<file path="config.mk">
export PLATFORM = sky130hd
export DESIGN_NAME = coin_acceptor_flat
export DESIGN_NICKNAME = d
export VERILOG_FILES = /design/src/rtl/coin_pkg.sv /design/src/rtl/coin_acceptor_if.sv /design/src/rtl/coin_sync.sv /design/src/rtl/coin_acceptor.sv /design/src/flat_wrapper.sv
export SDC_FILE = /design/constraint.sdc
export NUM_CORES = 1
export LEC_CHECK = 0
export BUFFER_PORTS_ARGS = -buffer_cell sky130_fd_sc_hd__buf_2
export CAP_MARGIN = 10
export CORE_MARGIN = 3
export CORE_UTILIZATION = 45
export DETAILED_ROUTE_END_ITERATION = 16
export GPL_TIMING_DRIVEN = 0
export PLACE_DENSITY_LB_ADDON = 0.25
export SYNTH_ARGS = -nofsm -noshare
export SYNTH_HDL_FRONTEND = slang
export SYNTH_SLANG_ARGS = --single-unit
</file>
<file path="constraint.sdc">
create_clock -name clk -period 3.17 [get_ports clk]
set_input_delay 0.634 -clock clk [delete_from_list [all_inputs] [get_ports clk]]
set_output_delay 0.634 -clock clk [all_outputs]
set_load 0.02 [all_outputs]
</file>
<file path="src/rtl/coin_pkg.sv">
`default_nettype none
// ============================================================================
//  Module   : coin_pkg
//  Purpose  : Shared coin codes, acceptor state encoding and sensor helpers
//  Revision : 1.0 - initial release
// ============================================================================
package coin_pkg;

    // Coin codes shared with the downstream vending FSM.
    localparam logic [1:0] COIN_A    = 2'b00;
    localparam logic [1:0] COIN_B    = 2'b01;
    localparam logic [1:0] COIN_C    = 2'b10;
    localparam logic [1:0] COIN_NONE = 2'b11;

    typedef enum logic [2:0] {
        IDLE     = 3'd0,
        QUAL     = 3'd1,
        HOLD     = 3'd2,
        EMIT     = 3'd3,
        REJ_WAIT = 3'd4,
        JAM      = 3'd5
    } state_t;

    // True when exactly one of the three sensors is high.
    function automatic logic is_single(input logic [2:0] s);
        return (s == 3'b001) || (s == 3'b010) || (s == 3'b100);
    endfunction

    // Map a one-hot sensor mask {c,b,a} to its coin code.
    function automatic logic [1:0] sensor_code(input logic [2:0] sel);
        logic [1:0] code;
        code = COIN_NONE;
        case (sel)
            3'b001:  code = COIN_A;
            3'b010:  code = COIN_B;
            3'b100:  code = COIN_C;
            default: code = COIN_NONE;
        endcase
        return code;
    endfunction

endpackage : coin_pkg
`default_nettype wire

</file>
<file path="src/rtl/coin_acceptor_if.sv">
`default_nettype none
// ============================================================================
//  Module   : coin_acceptor_if
//  Purpose  : Sensor inputs and coin/reject/jam outputs of the coin acceptor
//  Revision : 1.0 - initial release
// ============================================================================
interface coin_acceptor_if;

    logic       sns_a;
    logic       sns_b;
    logic       sns_c;
    logic       accept_en;
    logic [1:0] coin;
    logic       coin_vld;
    logic       reject;
    logic       jam;

    // Sensor/controller side driving the acceptor.
    modport master (
        output sns_a, sns_b, sns_c, accept_en,
        input  coin, coin_vld, reject, jam
    );

    // The acceptor itself.
    modport slave (
        input  sns_a, sns_b, sns_c, accept_en,
        output coin, coin_vld, reject, jam
    );

endinterface : coin_acceptor_if
`default_nettype wire

</file>
<file path="src/rtl/coin_sync.sv">
`default_nettype none
// ============================================================================
//  Module   : coin_sync
//  Purpose  : 1-bit two-flop synchronizer, asynchronous active-low reset to 0
//  Revision : 1.0 - initial release
// ============================================================================
module coin_sync (
    input  logic clk,
    input  logic rst_n,
    input  logic d_i,
    output logic q_o
);

    logic meta_q;
    logic sync_q;

    // Two-stage shift into the clk domain.
    always_ff @(posedge clk or negedge rst_n) begin
        if (!rst_n) begin
            meta_q <= 1'b0;
            sync_q <= 1'b0;
        end else begin
            meta_q <= d_i;
            sync_q <= meta_q;
        end
    end

    assign q_o = sync_q;

endmodule : coin_sync
`default_nettype wire

</file>
<file path="src/rtl/coin_acceptor.sv">
`default_nettype none
// ============================================================================
//  Module   : coin_acceptor
//  Purpose  : Synchronizes three coin sensors, qualifies pulses by width and
//             emits one-cycle coin codes, reject pulses and a jam level.
//  Revision : 1.0 - initial release
// ============================================================================
module coin_acceptor
    import coin_pkg::*;
#(
    parameter int DEB_CYC = 4,
    parameter int MAX_CYC = 1000
) (
    input  logic           clk,
    input  logic           rst_n,
    coin_acceptor_if.slave bus
);

    localparam int              CNT_W = $clog2(MAX_CYC + 1);
    localparam logic [CNT_W-1:0] DEB_C = CNT_W'(DEB_CYC);
    localparam logic [CNT_W-1:0] MAX_C = CNT_W'(MAX_CYC);
    localparam logic [CNT_W-1:0] ONE_C = CNT_W'(1);

    logic [2:0]       raw_w;
    logic [2:0]       sns_s;      // synced sensors {s_c, s_b, s_a}
    state_t           state_q, state_d;
    logic [CNT_W-1:0] cnt_q, cnt_d;
    logic [CNT_W-1:0] cnt_inc;
    logic [2:0]       sel_q, sel_d; // one-hot latched sensor
    logic [1:0]       coin_q, coin_d;
    logic             vld_q, vld_d;
    logic             rej_q, rej_d;
    logic             jam_q, jam_d;
    logic             any_hi, lat_hi, oth_hi;

    assign raw_w = {bus.sns_c, bus.sns_b, bus.sns_a};

    genvar gi;
    generate
        for (gi = 0; gi < 3; gi++) begin : g_sync
            coin_sync u_sync (
                .clk   (clk),
                .rst_n (rst_n),
                .d_i   (raw_w[gi]),
                .q_o   (sns_s[gi])
            );
        end
    endgenerate

    assign any_hi  = |sns_s;
    assign lat_hi  = |(sns_s & sel_q);
    assign oth_hi  = |(sns_s & ~sel_q);
    // Counter saturates at MAX_CYC so it can never wrap.
    assign cnt_inc = (cnt_q == MAX_C) ? MAX_C : cnt_q + ONE_C;

    // State, counter, latched sensor and all outputs are registered here.
    always_ff @(posedge clk or negedge rst_n) begin
        if (!rst_n) begin
            state_q <= IDLE;
            cnt_q   <= '0;
            sel_q   <= 3'b000;
            coin_q  <= COIN_NONE;
            vld_q   <= 1'b0;
            rej_q   <= 1'b0;
            jam_q   <= 1'b0;
        end else begin
            state_q <= state_d;
            cnt_q   <= cnt_d;
            sel_q   <= sel_d;
            coin_q  <= coin_d;
            vld_q   <= vld_d;
            rej_q   <= rej_d;
            jam_q   <= jam_d;
        end
    end

    // Next state and next outputs. Outputs are computed for the state being
    // entered, so they are visible in that state's cycle without extra delay;
    // the accept/return decision uses accept_en on the edge that enters EMIT.
    always_comb begin
        state_d = state_q;
        cnt_d   = cnt_q;
        sel_d   = sel_q;
        coin_d  = COIN_NONE;
        vld_d   = 1'b0;
        rej_d   = 1'b0;
        jam_d   = 1'b0;

        unique case (state_q)
            IDLE: begin
                if (is_single(sns_s)) begin
                    sel_d   = sns_s;
                    cnt_d   = ONE_C;
                    state_d = QUAL;
                end else if (any_hi) begin
                    cnt_d   = '0;
                    rej_d   = 1'b1;
                    state_d = REJ_WAIT;
                end
            end

            QUAL: begin
                if (oth_hi) begin
                    cnt_d   = '0;
                    rej_d   = 1'b1;
                    state_d = REJ_WAIT;
                end else if (!lat_hi) begin
                    // Too short: a glitch, dropped silently.
                    cnt_d   = '0;
                    state_d = IDLE;
                end else begin
                    cnt_d = cnt_inc;
                    if (cnt_inc == DEB_C) begin
                        state_d = HOLD;
                    end
                end
            end

            HOLD: begin
                if (oth_hi) begin
                    cnt_d   = '0;
                    rej_d   = 1'b1;
                    state_d = REJ_WAIT;
                end else if (!lat_hi) begin
                    cnt_d   = '0;
                    state_d = EMIT;
                    if (bus.accept_en) begin
                        coin_d = sensor_code(sel_q);
                        vld_d  = 1'b1;
                    end else begin
                        rej_d  = 1'b1;
                    end
                end else if (cnt_inc == MAX_C) begin
                    // High for MAX_CYC cycles: stuck sensor, reuse the
                    // counter for the all-low release count.
                    cnt_d   = '0;
                    jam_d   = 1'b1;
                    state_d = JAM;
                end else begin
                    cnt_d = cnt_inc;
                end
            end

            EMIT: begin
                state_d = IDLE;
            end

            REJ_WAIT: begin
                if (any_hi) begin
                    cnt_d = '0;
                end else if (cnt_inc == DEB_C) begin
                    cnt_d   = '0;
                    state_d = IDLE;
                end else begin
                    cnt_d = cnt_inc;
                end
            end

            JAM: begin
                jam_d = 1'b1;
                if (any_hi) begin
                    cnt_d = '0;
                end else if (cnt_inc == DEB_C) begin
                    cnt_d   = '0;
                    jam_d   = 1'b0;
                    state_d = IDLE;
                end else begin
                    cnt_d = cnt_inc;
                end
            end

            default: begin
                cnt_d   = '0;
                state_d = IDLE;
            end
        endcase
    end

    assign bus.coin     = coin_q;
    assign bus.coin_vld = vld_q;
    assign bus.reject   = rej_q;
    assign bus.jam      = jam_q;

endmodule : coin_acceptor
`default_nettype wire

</file>
<file path="src/flat_wrapper.sv">
// flat-port wrapper written by rule: the top's interface ports become plain ports
module coin_acceptor_flat import coin_pkg::*;
#(
    parameter int DEB_CYC = 4,
    parameter int MAX_CYC = 1000
)
  (clk, rst_n, bus_sns_a, bus_sns_b, bus_sns_c, bus_accept_en, bus_coin, bus_coin_vld, bus_reject, bus_jam);
  coin_acceptor_if bus_i ();
  input  logic clk;
  input  logic rst_n;
  input wire logic [$bits(bus_i.sns_a)-1:0] bus_sns_a;
  input wire logic [$bits(bus_i.sns_b)-1:0] bus_sns_b;
  input wire logic [$bits(bus_i.sns_c)-1:0] bus_sns_c;
  input wire logic [$bits(bus_i.accept_en)-1:0] bus_accept_en;
  output wire logic [$bits(bus_i.coin)-1:0] bus_coin;
  output wire logic [$bits(bus_i.coin_vld)-1:0] bus_coin_vld;
  output wire logic [$bits(bus_i.reject)-1:0] bus_reject;
  output wire logic [$bits(bus_i.jam)-1:0] bus_jam;
  assign bus_i.sns_a = bus_sns_a;
  assign bus_i.sns_b = bus_sns_b;
  assign bus_i.sns_c = bus_sns_c;
  assign bus_i.accept_en = bus_accept_en;
  assign bus_coin = bus_i.coin;
  assign bus_coin_vld = bus_i.coin_vld;
  assign bus_reject = bus_i.reject;
  assign bus_jam = bus_i.jam;
  coin_acceptor #(.DEB_CYC(DEB_CYC), .MAX_CYC(MAX_CYC)) u_core (.clk(clk), .rst_n(rst_n), .bus(bus_i));
endmodule
</file>
# [Yosys cells after proc, flatten, opt, wreduce, memory -nomap -nowiden]
# Index checks and enable logic that the tools add are counted.
[word_totals] output_inout_bits=5 register_bits=27 elab_cells=91
[op_classes] addsub=1 n_eq_ne=19 n_mux=44 n_reduce_logical=10 bitwise=4
[op_table] operator="$mux 10" n=10
[op_table] operator="$pmux 10 s5" n=1
[op_table] operator="$mux 3" n=10
[op_table] operator="$eq 10x10->1 const B" n=2
[op_table] operator="$mux 1" n=15
[op_table] operator="$eq 3x2->1 const B" n=4
[op_table] operator="$eq 3x3->1 const B" n=4
[op_table] operator="$pmux 3 s4" n=1
[op_table] operator="$add 10x1->10 const B" n=1
[op_table] operator="$eq 10x3->1 const B" n=1
[op_table] operator="$eq 3x1->1 const B" n=3
[op_table] operator="$reduce_or 3->1" n=3
[op_table] operator="$mux 2" n=4
[op_table] operator="$ne 4x4->1 const B" n=2
[op_table] operator="$and 3x3->3" n=2
[op_table] operator="$pmux 2 s3" n=1
[op_table] operator="$reduce_and 5->1" n=1
[op_table] operator="$reduce_and 2->1" n=2
[op_table] operator="$logic_not 3->1" n=1
[op_table] operator="$ne 3x1->1 const B" n=1
[op_table] operator="$not 3->3" n=1
[op_table] operator="$pmux 1 s3" n=1
[op_table] operator="$logic_or 1x1->1" n=2
[op_table] operator="$ne 2x1->1 const B" n=1
[op_table] operator="other kinds (4)" n=4

# [Longest topological paths before layout]
# Gate-level depths: netlist of the first run.
[depth] ltp_word=7 depth_mapped=11

# [By module]
# A second synthesis of the first run with hierarchy kept.
[hier_totals] hier_cells=182 area_unflattened_um2=1682.9
[by_module_without_submodules] mod="coin_acceptor" instances=1 area_each_um2=1532.7 cells_each=176 seq_area_each_um2=528.0
[by_module_without_submodules] mod="coin_sync" instances=3 area_each_um2=50.0 cells_each=2 seq_area_each_um2=50.0

# [Worst setup path after synthesis of the first run]
# Ideal clock, no wire load.
[synth_path] kind="reg-to-reg" from="register u_core.cnt_q[0]" to="register u_core.cnt_q[3]" setup_time_ps=124 synth_period_minus_slack_ps=2272 n_path_buf=2 stages_incl_launch_ff=11 arrival_time_ps=2148 path_slack_ps=898 required_ps=3046 cell_sequence="dfrtp_1 > buf_6 > inv_1 > ha_1 > nand4b_1 > a2111oi_4 > a21oi_2 > a211oi_2 > buf_6 > nor3_2 > a211o_1"
[synth_between] elab_chain_len=7 elab_cells_between_ends=13
[synth_rtl] element="start: declaration" line_no="coin_acceptor.sv:27" text="logic [CNT_W-1:0] cnt_q, cnt_d;"
[synth_rtl] element="start signal: assignment" line_no="coin_acceptor.sv:68" text="cnt_q <= cnt_d;"
[synth_rtl] element="$add 10x1->10 / $eq 10x10->1 (equally long branches)" line_no="coin_acceptor.sv:54" text="assign cnt_inc = (cnt_q == MAX_C) ? MAX_C : cnt_q + ONE_C;"
[synth_rtl] element="$mux 10 (*)" line_no="coin_acceptor.sv:54"
[synth_rtl] element="$eq 10x10->1" line_no="coin_acceptor.sv:133" text="end else if (cnt_inc == MAX_C) begin"
[synth_rtl] element="$mux 10" line_no="coin_acceptor.sv:133"
[synth_rtl] element="$mux 10" line_no="coin_acceptor.sv:124" text="end else if (!lat_hi) begin"
[synth_rtl] element="$mux 10" line_no="coin_acceptor.sv:120" text="if (oth_hi) begin"
[synth_rtl] element="$pmux 10 s5 (*)" line_no="coin_acceptor.sv:89" text="unique case (state_q)"
# Mark *: on every way between the ends. The rest lies on a longest branch, timed or not.
# A chain may end at the register's enable or synchronous reset.

# [Worst setup path after layout of the first run]
# Ends and elaborated chain as after synthesis.

==> flow_summary.ini, run 1 <==
[run_status]
outcome = complete, no violations

[yosys]
async_flop_share = 1.00
synth_fa_ha_area_frac = 0.0144
synth_cell_types = 53
synth.most_common_cell = dfrtp_1
synth_top_area_frac = 0.360
synth_mux_area_frac = 0.0252
synthTopCellsByArea = dfrtp_1, nand2_1, buf_6
ys_seq_area_frac = 0.390
ys_ff_latch = 27
synth_compound_area_frac = 0.202
synth_area_per_cell_um2 = 9.09
synth_top_family_by_area = simple AND/OR/NAND/NOR gates
syn-instance-count = 191
synth_fp_nets = 199
synth_flop_cell = dfrtp_1
synth-simple-area-share = 0.253
syn-cell-area_mm2 = 0.00174
yosys.area_share.xor_xnor = 0.0353
synth_common_cells = dfrtp_1, nand2_1, nor2_1
synth-edff-count = 0
synth_top_area_cell = dfrtp_1
ys_warn_count = 0

[drt]
via_per_inst = 5.73
vias = 1438
totalWireLength_um = 3490
drtPass1Iterations = 4
drtIter0Drc = 92
drc_errors = 0
ant_nets = 0
wl_per_cell_um = 13.9

[place]
dp_hpwl_um = 2550
dpl_cell_area_mm2 = 0.00184
portBuffers = 10
dpl.cell_count = 247
gp_congestion = 0.908

[sta]
final.setup.tns_ns = 0
fmax_mhz = 400
max-slew-margin-rel = 0.519
period_needed_ns = 2.50
rsz0062_at_grt = no
worst_slew_pin_slew_ns = 0.719
setup-violations-final = 0
final-hold-violation-count = 0
drv_slew = 0
period_share = 0.789
fin_skew_ns = 0.00447

[worst_setup_path]
cpLargestDelayFamily = compound AO/OA/AOI/OAI gates
worstSetupStartpointType = flop
end_kind = flop
path_cells = buf_6, inv_1, ha_1, nand4b_1, a2111oi_4, a21oi_2, a211oi_2, buf_6, nor3_2, a211o_1
critPathMaxStageDelay_ns = 0.38
critPathBufInv = 3
required_ns = 3.34
cp_max_fo = 10
slowest_stage = dfrtp_1
worst_path_most_repeated_cell = buf_6
worstPathArrival_ns = 2.68
criticalPathCategory = flop to flop

[floorplan]
fp.dieW_um = 68.1
initial_utilization = 0.493
top_level_ports = 11
die_h_um = 68.1
core_mm2 = 0.00352
dieArea_mm2 = 0.00464
rows = 21

[clock_network]
ctsHoldBuffers = 0
cts_setup_buffers = 0
clkTransAtPathRegs_ns = 0.10
cts_tree = built
root_buffer = clkbuf_8
ctsResizeCount = 0
clk_latency_ns = 0.28
cts.sinks = 27
h-tree-depth = 1
cts_buffer_depth = 2
cts_buffers = 3

[hold_path]
hold_path.class = input pin to asynchronous set/reset pin

[global_routing]
grt_antenna_before_repair = 0
grt_pass1_vias = 1425
grt_max_degree = 28
grt_usage = 0.183
overflow = 0
grt_pass1_wl_um = 6510

[pwr]
irDropWorstVdd_v = 0.000310
p_total_w = 0.000927
p_leak_nw = 0.795
p_per_area_mw_per_mm2 = 489

[cells_and_area]
final_area_mm2 = 0.00189
fin_cells = 251
syn2layout_area_growth_pct = 9.08
num-fill-cells = 345
antenna_cells = 0
drive_gt1_frac = 0.200
layout.nets = 214

[flow_run]
drv_cap = 0
-- flip-flops by register name, summed over array words and instances, names as in the netlist --
signal                       flops
u_core.bus.reject                1
u_core.sel_q                     3
u_core.bus.coin                  2
u_core.g_sync.u_sync.q_o         3
u_core.cnt_q                    10
u_core.bus.jam                   1
u_core.bus.coin_vld              1
u_core.state_q                   3
u_core.g_sync.u_sync.meta_q      3
-- cell usage in the layout (no fill, tap or decap), types with 5 or more instances in the layout --
cell / n
nand2_1: 22
a21oi_1: 8
nand3_1: 11
xnor2_1: 5
dfrtp_1: 25
nand2b_1: 5
inv_1: 6
o21ai_0: 10
nor3_1: 7
nor2_1: 14
clkbuf_1: 6
buf_4: 5
buf_2: 10
buf_6: 5
-- per-layer routing --
metal,track usage,vias up,part of all wire
li1,-,718,-
met1,0.238,695,0.47
met2,0.308,21,0.50
met3,0.0246,4,0.023
met4,0.0670,0,0.0089
met5,0,-,0
-- stage by stage --
| stage | util | worst slack [ns] | hold WS, ns |
|---|---|---|---|
| 2_1_floorplan | - | 0.898 | 0.331 |
| 3_3_place_gp | 0.524 | 0.720 | 0.334 |
| 3_5_place_dp | 0.524 | 0.702 | 0.341 |
| 4_1_cts | 0.538 | 0.677 | 0.364 |
| 5_1_grt | 0.538 | 0.520 | 0.379 |
| 6_report | 0.538 | 0.669 | 0.346 |
-- where the power goes --
| group | internal (W) | switching, W | total, W |
|---|---|---|---|
| Clock | 0.0000924 | 0.000115 | 0.000207 |
| Sequential | 0.000388 | 0.0000395 | 0.000428 |
| Combinational | 0.000125 | 0.000166 | 0.000291 |
| Total | 0.000606 | 0.000321 | 0.000927 |
-- area by class of cell --
cell class	count	area (um^2)	share of cell area
tap	46	57.6	0.0304
clock inverter	1	8.76	0.00462
sequential	27	678	0.358
clock buffer	3	41.3	0.0218
buffer	16	116	0.0614
multi-input combinational	142	920	0.485
timing repair buffer	10	50.0	0.0264
inverter	6	22.5	0.0119
-- logic make-up after synthesis --
kind of cell | after synthesis
flip-flops | 27
XOR/XNOR | 7
multiplexers | 4
buffers and inverters | 22
AO/OA/AOI/OAI | 47
adder cells (fa/ha/maj) | 2
AND/OR/NAND/NOR | 82
-- final timing paths --
kind | startpoint | end | slack (ns) | depth (start not counted)
max in group asynchronous | rst_n | u_core.bus.jam$_DFF_PN0_ | 2.43 | 1
min reg2reg | u_core.g_sync[0].u_sync.meta_q$_DFF_PN0_ | u_core.g_sync[0].u_sync.q_o$_DFF_PN0_ | 0.36 | 0
max | u_core.cnt_q[0]$_DFFE_PN0P_ | u_core.cnt_q[3]$_DFFE_PN0P_ | 0.67 | 10
max reg2reg | u_core.cnt_q[0]$_DFFE_PN0P_ | u_core.cnt_q[3]$_DFFE_PN0P_ | 0.67 | 10
min | rst_n | u_core.cnt_q[4]$_DFFE_PN0P_ | 0.35 | 1
min in group clk | u_core.g_sync[0].u_sync.meta_q$_DFF_PN0_ | u_core.g_sync[0].u_sync.q_o$_DFF_PN0_ | 0.36 | 0
No activity file was read; power rests on OpenSTA's default activity.
==> run 2, diff against run 1 <==
==> constraint.sdc (replaced) <==
create_clock -name clk -period 2.07 [get_ports clk]
set_input_delay 0.414 -clock clk [delete_from_list [all_inputs] [get_ports clk]]
set_output_delay 0.414 -clock clk [all_outputs]
set_load 0.02 [all_outputs]
==> flow_summary.ini, run 2 (synthesis gave the netlist of run 1 again) <==
[run_status]
outcome = finished, violations left
violations = setup timing

[sta]
period_share = 1.16
rsz0062_at_grt = yes
fin_skew_ns = 0.00614
setup-violations-final = 11
final.setup.tns_ns = -2.81
finalWorstSetupSlack_ns = -0.333
fmax_mhz = 416
holdWs_ns = 0.133
drv_slew = 0
max-slew-margin-rel = 0.600
period_needed_ns = 2.40
worst_slew_pin_slew_ns = 0.600
final-hold-violation-count = 0

[place]
dp_hpwl_um = 2690
gp_congestion = 0.947
dpl_cell_area_mm2 = 0.00186
portBuffers = 10
place_ws_ns = -0.373

[floorplan]
dieArea_mm2 = 0.00464
core_mm2 = 0.00352
die_h_um = 68.1
top_level_ports = 11
rows = 21
initial_utilization = 0.493
fp.dieW_um = 68.1

[clock_network]
ctsHoldBuffers = 0
clkTransAtPathRegs_ns = 0.09
cts.sinks = 27
cts_buffer_depth = 2
cts_buffers = 3
h-tree-depth = 1
root_buffer = clkbuf_8
cts_tree = built
clk_latency_ns = 0.27

[worst_setup_path]
worst_path_most_repeated_cell = buf_6
required_ns = 2.24
worstSetupStartpointType = flop
path_cells = buf_6, inv_4, ha_4, and4bb_1, nand3_2, a2111oi_4, a21oi_2, a211oi_2, buf_4, buf_6, nor4_1, a21o_1
reg2regPathDepth = 12
criticalPathCategory = flop to flop
worstPathArrival_ns = 2.57
end_kind = flop
cp_max_fo = 5
critPathMaxStageDelay_ns = 0.44
slowest_stage = a2111oi_4

[global_routing]
grt_antenna_before_repair = 0
grt_max_degree = 28
overflow = 0
grt_pass1_wl_um = 6560
grt_pass1_vias = 1423
grt_usage = 0.186

[drt]
via_per_inst = 5.88
wl_met2_um = 1870
drtIter0Drc = 148
top_layer = met4
totalWireLength_um = 3950
drtPass1Iterations = 4
ant_nets = 0
drc_errors = 0
wl_per_cell_um = 15.3
m1WireLength_um = 1720
vias = 1518
routed-wl-met3_um = 318

[cells_and_area]
antenna_cells = 0
final_cell_mix = dfrtp_1, nand2_1, buf_4
multi_input_area_um2 = 1000
syn2layout_area_growth_pct = 17.4
ff_latch_area_um2 = 678
num-fill-cells = 335
final_area_mm2 = 0.00204
final_common_cell = dfrtp_1
drive_gt1_frac = 0.316
layout.nets = 221
largest_reg_flops = 10
top_register = u_core.cnt_q

[flow_run]
drv_cap = 0

[hold_path]
hold_path.class = input pin to asynchronous set/reset pin

[pwr]
irDropWorstVdd_v = 0.000456
p_per_area_mw_per_mm2 = 755
p_leak_nw = 0.849
p_total_w = 0.00154
-- run 2: cell types whose count changed in the layout (fill, tap and decap cells not counted), sizes merged --
cell,change
buf,+9
clkbuf,-1
inv,-1
-- run 2: where the power goes --
| group | total (W) | internal [W] | switching [W] |
|---|---|---|---|
| Sequential | 0.000661 | 0.000595 | 0.0000665 |
| Clock | 0.000299 | 0.000138 | 0.000162 |
| Combinational | 0.000579 | 0.000264 | 0.000315 |
-- run 2: timing repair --
action | 4_1_cts | 5_1_grt
pin swaps | 4 | 3
endpoints found under the setup margin | 12 | 17
buffers inserted | 7 | 1
resized for setup | 16 | 7
cloned | 1 | 0
-- run 2: path summary, 6_finish.rpt --
check,to,startpoint,slack [ns]
worst max-delay path,u_core.cnt_q[6]$_DFFE_PN0P_,u_core.cnt_q[1]$_DFFE_PN0P_,-0.33
worst min-delay path,u_core.cnt_q[1]$_DFFE_PN0P_,rst_n,0.13
worst max register to register,u_core.cnt_q[6]$_DFFE_PN0P_,u_core.cnt_q[1]$_DFFE_PN0P_,-0.33
worst min register to register,u_core.g_sync[0].u_sync.q_o$_DFF_PN0_,u_core.g_sync[0].u_sync.meta_q$_DFF_PN0_,0.36
max in group asynchronous,u_core.bus.reject$_DFF_PN0_,rst_n,1.53
min in group clk,u_core.g_sync[2].u_sync.meta_q$_DFF_PN0_,bus_sns_c,0.24
-- run 2: layout make-up --
| cell class | count | share of cell area |
|---|---|---|
| multi-input cells | 142 | 0.490 |
| flip-flops and latches | 27 | 0.333 |
| repair buffers | 19 | 0.0595 |
| plain buffers | 14 | 0.0540 |
| well taps | 46 | 0.0282 |
| clock buffers | 4 | 0.0221 |
| inverters | 6 | 0.0135 |
-- run 2: layer usage --
| layer | vias to the layer above | track usage |
|---|---|---|
| li1 | 730 | - |
| met3 | 6 | 0.0328 |
| met1 | 725 | 0.269 |
| met2 | 57 | 0.283 |
| met5 | - | 0 |
| met4 | 0 | 0.0521 |
-- run 2: worst max-delay path, delay by kind of cell, from the launching register on --
family,cells,cell delay (ns)
flip-flops,1,0.41
AO/OA/AOI/OAI,4,0.95
AND/OR/NAND/NOR,3,0.36
adder cells (fa/ha/maj),1,0.11
buffers and inverters,4,0.46
-- run 2: through the flow --
step	cells	util
after floorplan	191	-
after global placement	247	0.529
after detailed placement	247	0.529
after CTS	257	0.570
after global routing	258	0.579
final	258	0.579
==> run 3, diff against run 2 <==
--- a/config.mk
+++ b/config.mk
@@ -7,6 +7,7 @@
 export LEC_CHECK = 0
 export BUFFER_PORTS_ARGS = -buffer_cell sky130_fd_sc_hd__buf_2
 export CAP_MARGIN = 10
+export CORE_ASPECT_RATIO = 0.7
 export CORE_MARGIN = 3
 export CORE_UTILIZATION = 45
 export DETAILED_ROUTE_END_ITERATION = 16
@@ -14,4 +15,5 @@
 export PLACE_DENSITY_LB_ADDON = 0.25
 export SYNTH_ARGS = -nofsm -noshare
 export SYNTH_HDL_FRONTEND = slang
+export SYNTH_HIERARCHICAL = 1
 export SYNTH_SLANG_ARGS = --single-unit
==> flow_summary.ini, run 3 <==
[floorplan]
initial_utilization = 0.501
core_mm2 = 0.00336
dieArea_mm2 = 0.00452
fp.dieW_um = 79.1
top_level_ports = 11
die_h_um = 57.2
rows = 17

[worst_setup_path]
rr_endpoint = u_core/cnt_q[3]$_DFFE_PN0P_
required_ns = 2.22
rrSetupSlack_ns = -0.19
timing.rr.start = u_core/cnt_q[7]$_DFFE_PN0P_
cpLargestDelayFamily = simple AND/OR/NAND/NOR gates
slowest_stage = or4_4
criticalPathCategory = flop to flop
worstSetupStartpointType = flop
cp_max_fo = 5
reg2regPathDepth = 8
end_kind = flop
path_cells = or4_4, nor4b_4, o211ai_2, a21oi_2, o21a_4, buf_6, nor2_1, a211o_1
critPathBufInv = 1
critPathMaxStageDelay_ns = 0.55
worstPathArrival_ns = 2.41

[yosys]
synth-edff-count = 0
synth-simple-area-share = 0.285
syn-cell-area_mm2 = 0.00168
synth.most_common_cell = dfrtp_1
ys_ff_latch = 27
ys_seq_area_frac = 0.403
synth_top_family_by_area = simple AND/OR/NAND/NOR gates
synth_fp_nets = 190
synth_area_per_cell_um2 = 9.25
synth_fa_ha_area_frac = 0.0149
synth_flop_cell = dfrtp_1
yosys.area_share.xor_xnor = 0.0208
synth_compound_area_frac = 0.209
ys_warn_count = 6
synthTopCellsByArea = dfrtp_1, nand2_1, nor2b_1
synth_cell_types = 54
synth_top_area_cell = dfrtp_1
synth_top_area_frac = 0.372
async_flop_share = 1.00
synth_mux_area_frac = 0.0201
synth_common_cells = dfrtp_1, nand2_1, nor2_1
syn-instance-count = 182

[global_routing]
grt_antenna_before_repair = 0
grt_max_degree = 28
grt_usage = 0.184
grt_pass1_vias = 1368
overflow = 0
grt_pass1_wl_um = 6530

[cells_and_area]
drive_gt1_frac = 0.332
final_common_cell = nand2_1
layout.nets = 217
largest_reg_flops = 10
num-fill-cells = 295
fin_cells = 255
final_cell_mix = nand2_1, dfrtp_1, buf_4
top_register = u_core/cnt_q
syn2layout_area_growth_pct = 24.7
antenna_cells = 0

[drt]
vias = 1504
totalWireLength_um = 3860
drc_errors = 0
ant_nets = 0
drtIter0Drc = 128
drtPass1Iterations = 4
via_per_inst = 5.90
wl_per_cell_um = 15.1

[clock_network]
h-tree-depth = 1
cts_buffers = 3
clkTransAtPathRegs_ns = 0.10
root_buffer = clkbuf_8
cts_buffer_depth = 2
clk_latency_ns = 0.27
cts_tree = built
cts.sinks = 27
ctsHoldBuffers = 0

[sta]
fmax_mhz = 443
drv_slew = 0
period_share = 1.09
fin_skew_ns = 0.0124
finalWorstSetupSlack_ns = -0.187
rsz0062_at_grt = yes
holdWs_ns = 0.143
worst_slew_pin_slew_ns = 0.621
period_needed_ns = 2.26
max-slew-margin-rel = 0.586
setup-violations-final = 11
final-hold-violation-count = 0

[hold_path]
hold_path.class = input pin to asynchronous set/reset pin

[place]
portBuffers = 10
dpl.cell_count = 239
gp_congestion = 0.836
dp_hpwl_um = 2590

[flow_run]
drv_cap = 0

[run_status]
outcome = finished, violations left
violations = setup timing

[pwr]
p_total_w = 0.00205
p_per_area_mw_per_mm2 = 977
p_leak_nw = 0.906
irDropWorstVdd_v = 0.000577
-- run 3: changes by cell type after synthesis, sizes merged, moves of 4 or more --
cell,change
buf,-5
nor2,-4
nor2b,+6
nand3,-6
nor4b,+4
-- run 3: worst max-delay path by stage --
| stage | to | depth (start not counted) | slack (ns) | from |
|---|---|---|---|---|
| 3_5_place_dp | u_core/cnt_q[7]$_DFFE_PN0P_ | 9 | -0.35 | u_core/cnt_q[0]$_DFFE_PN0P_ |
| 6_report | u_core/cnt_q[3]$_DFFE_PN0P_ | 8 | -0.19 | u_core/cnt_q[7]$_DFFE_PN0P_ |
| 4_1_cts | u_core/cnt_q[7]$_DFFE_PN0P_ | 9 | -0.22 | u_core/cnt_q[7]$_DFFE_PN0P_ |
| 5_1_grt | u_core/cnt_q[3]$_DFFE_PN0P_ | 8 | -0.32 | u_core/cnt_q[7]$_DFFE_PN0P_ |
| 2_1_floorplan | u_core/state_q[2]$_DFFE_PN0P_ | 8 | -0.09 | u_core/cnt_q[7]$_DFFE_PN0P_ |
| 3_3_place_gp | u_core/cnt_q[7]$_DFFE_PN0P_ | 9 | -0.32 | u_core/cnt_q[0]$_DFFE_PN0P_ |
-- run 3: kinds of logic (layout without fill, tap and decap cells) --
family                   count (synthesis)  after routing
buffers and inverters                   16             42
flip-flops                              27             27
multiplexers                             3              3
adder cells (fa/ha/maj)                  2              2
AND/OR/NAND/NOR                         83             83
XOR/XNOR                                 4              4
AO/OA/AOI/OAI                           47             47
-- run 3: timing repair --
action | 4_1_cts | 5_1_grt
pin swaps | 8 | 6
resized for setup | 17 | 9
gates cloned | 1 | 0
buffers inserted | 9 | 6
setup endpoints to repair | 12 | 14
-- run 3: cell type report --
cell class | instances | area, um^2 | share of cell area
repair buffers | 26 | 174 | 0.0829
clock buffers | 4 | 45.0 | 0.0215
plain buffers | 9 | 48.8 | 0.0233
inverters | 3 | 13.8 | 0.00656
multi-input cells | 139 | 1080 | 0.513
flip-flops and latches | 27 | 682 | 0.325
well taps | 47 | 58.8 | 0.0280
-- run 3: metal layers --
metal  vias up  part of all wire  global-route usage
li1        717                 -                   -
met1       728              0.47               0.266
met2        57              0.45               0.283
met3         2             0.077              0.0394
met4         0            0.0075              0.0441
met5         -                 0                   0
-- run 3: per-stage QoR --
| step | utilization | instance area (um^2) | setup WS, ns | TNS, ns |
|---|---|---|---|---|
| 6_report | 0.624 | 2100 | -0.187 | -1.15 |
| 5_1_grt | 0.624 | 2100 | -0.321 | -2.59 |
| 4_1_cts | 0.601 | 2020 | -0.217 | -1.51 |
| 3_5_place_dp | 0.545 | 1830 | -0.352 | -2.88 |
| 3_3_place_gp | 0.545 | 1830 | -0.325 | -2.59 |
| 2_1_floorplan | - | 1720 | -0.0867 | -0.272 |
-- run 3: power by group --
part           switching [W]  internal, W
sequential         0.0000934     0.000622
combinational       0.000505     0.000532
clock               0.000160     0.000138
-- run 3: worst reg2reg max path: cells and delay by family (launching register included) --
family                 cells  cell delay, ns
AND/OR/NAND/NOR            3            0.82
AO/OA/AOI/OAI              4            0.77
flip-flops                 1            0.42
buffers and inverters      1            0.12
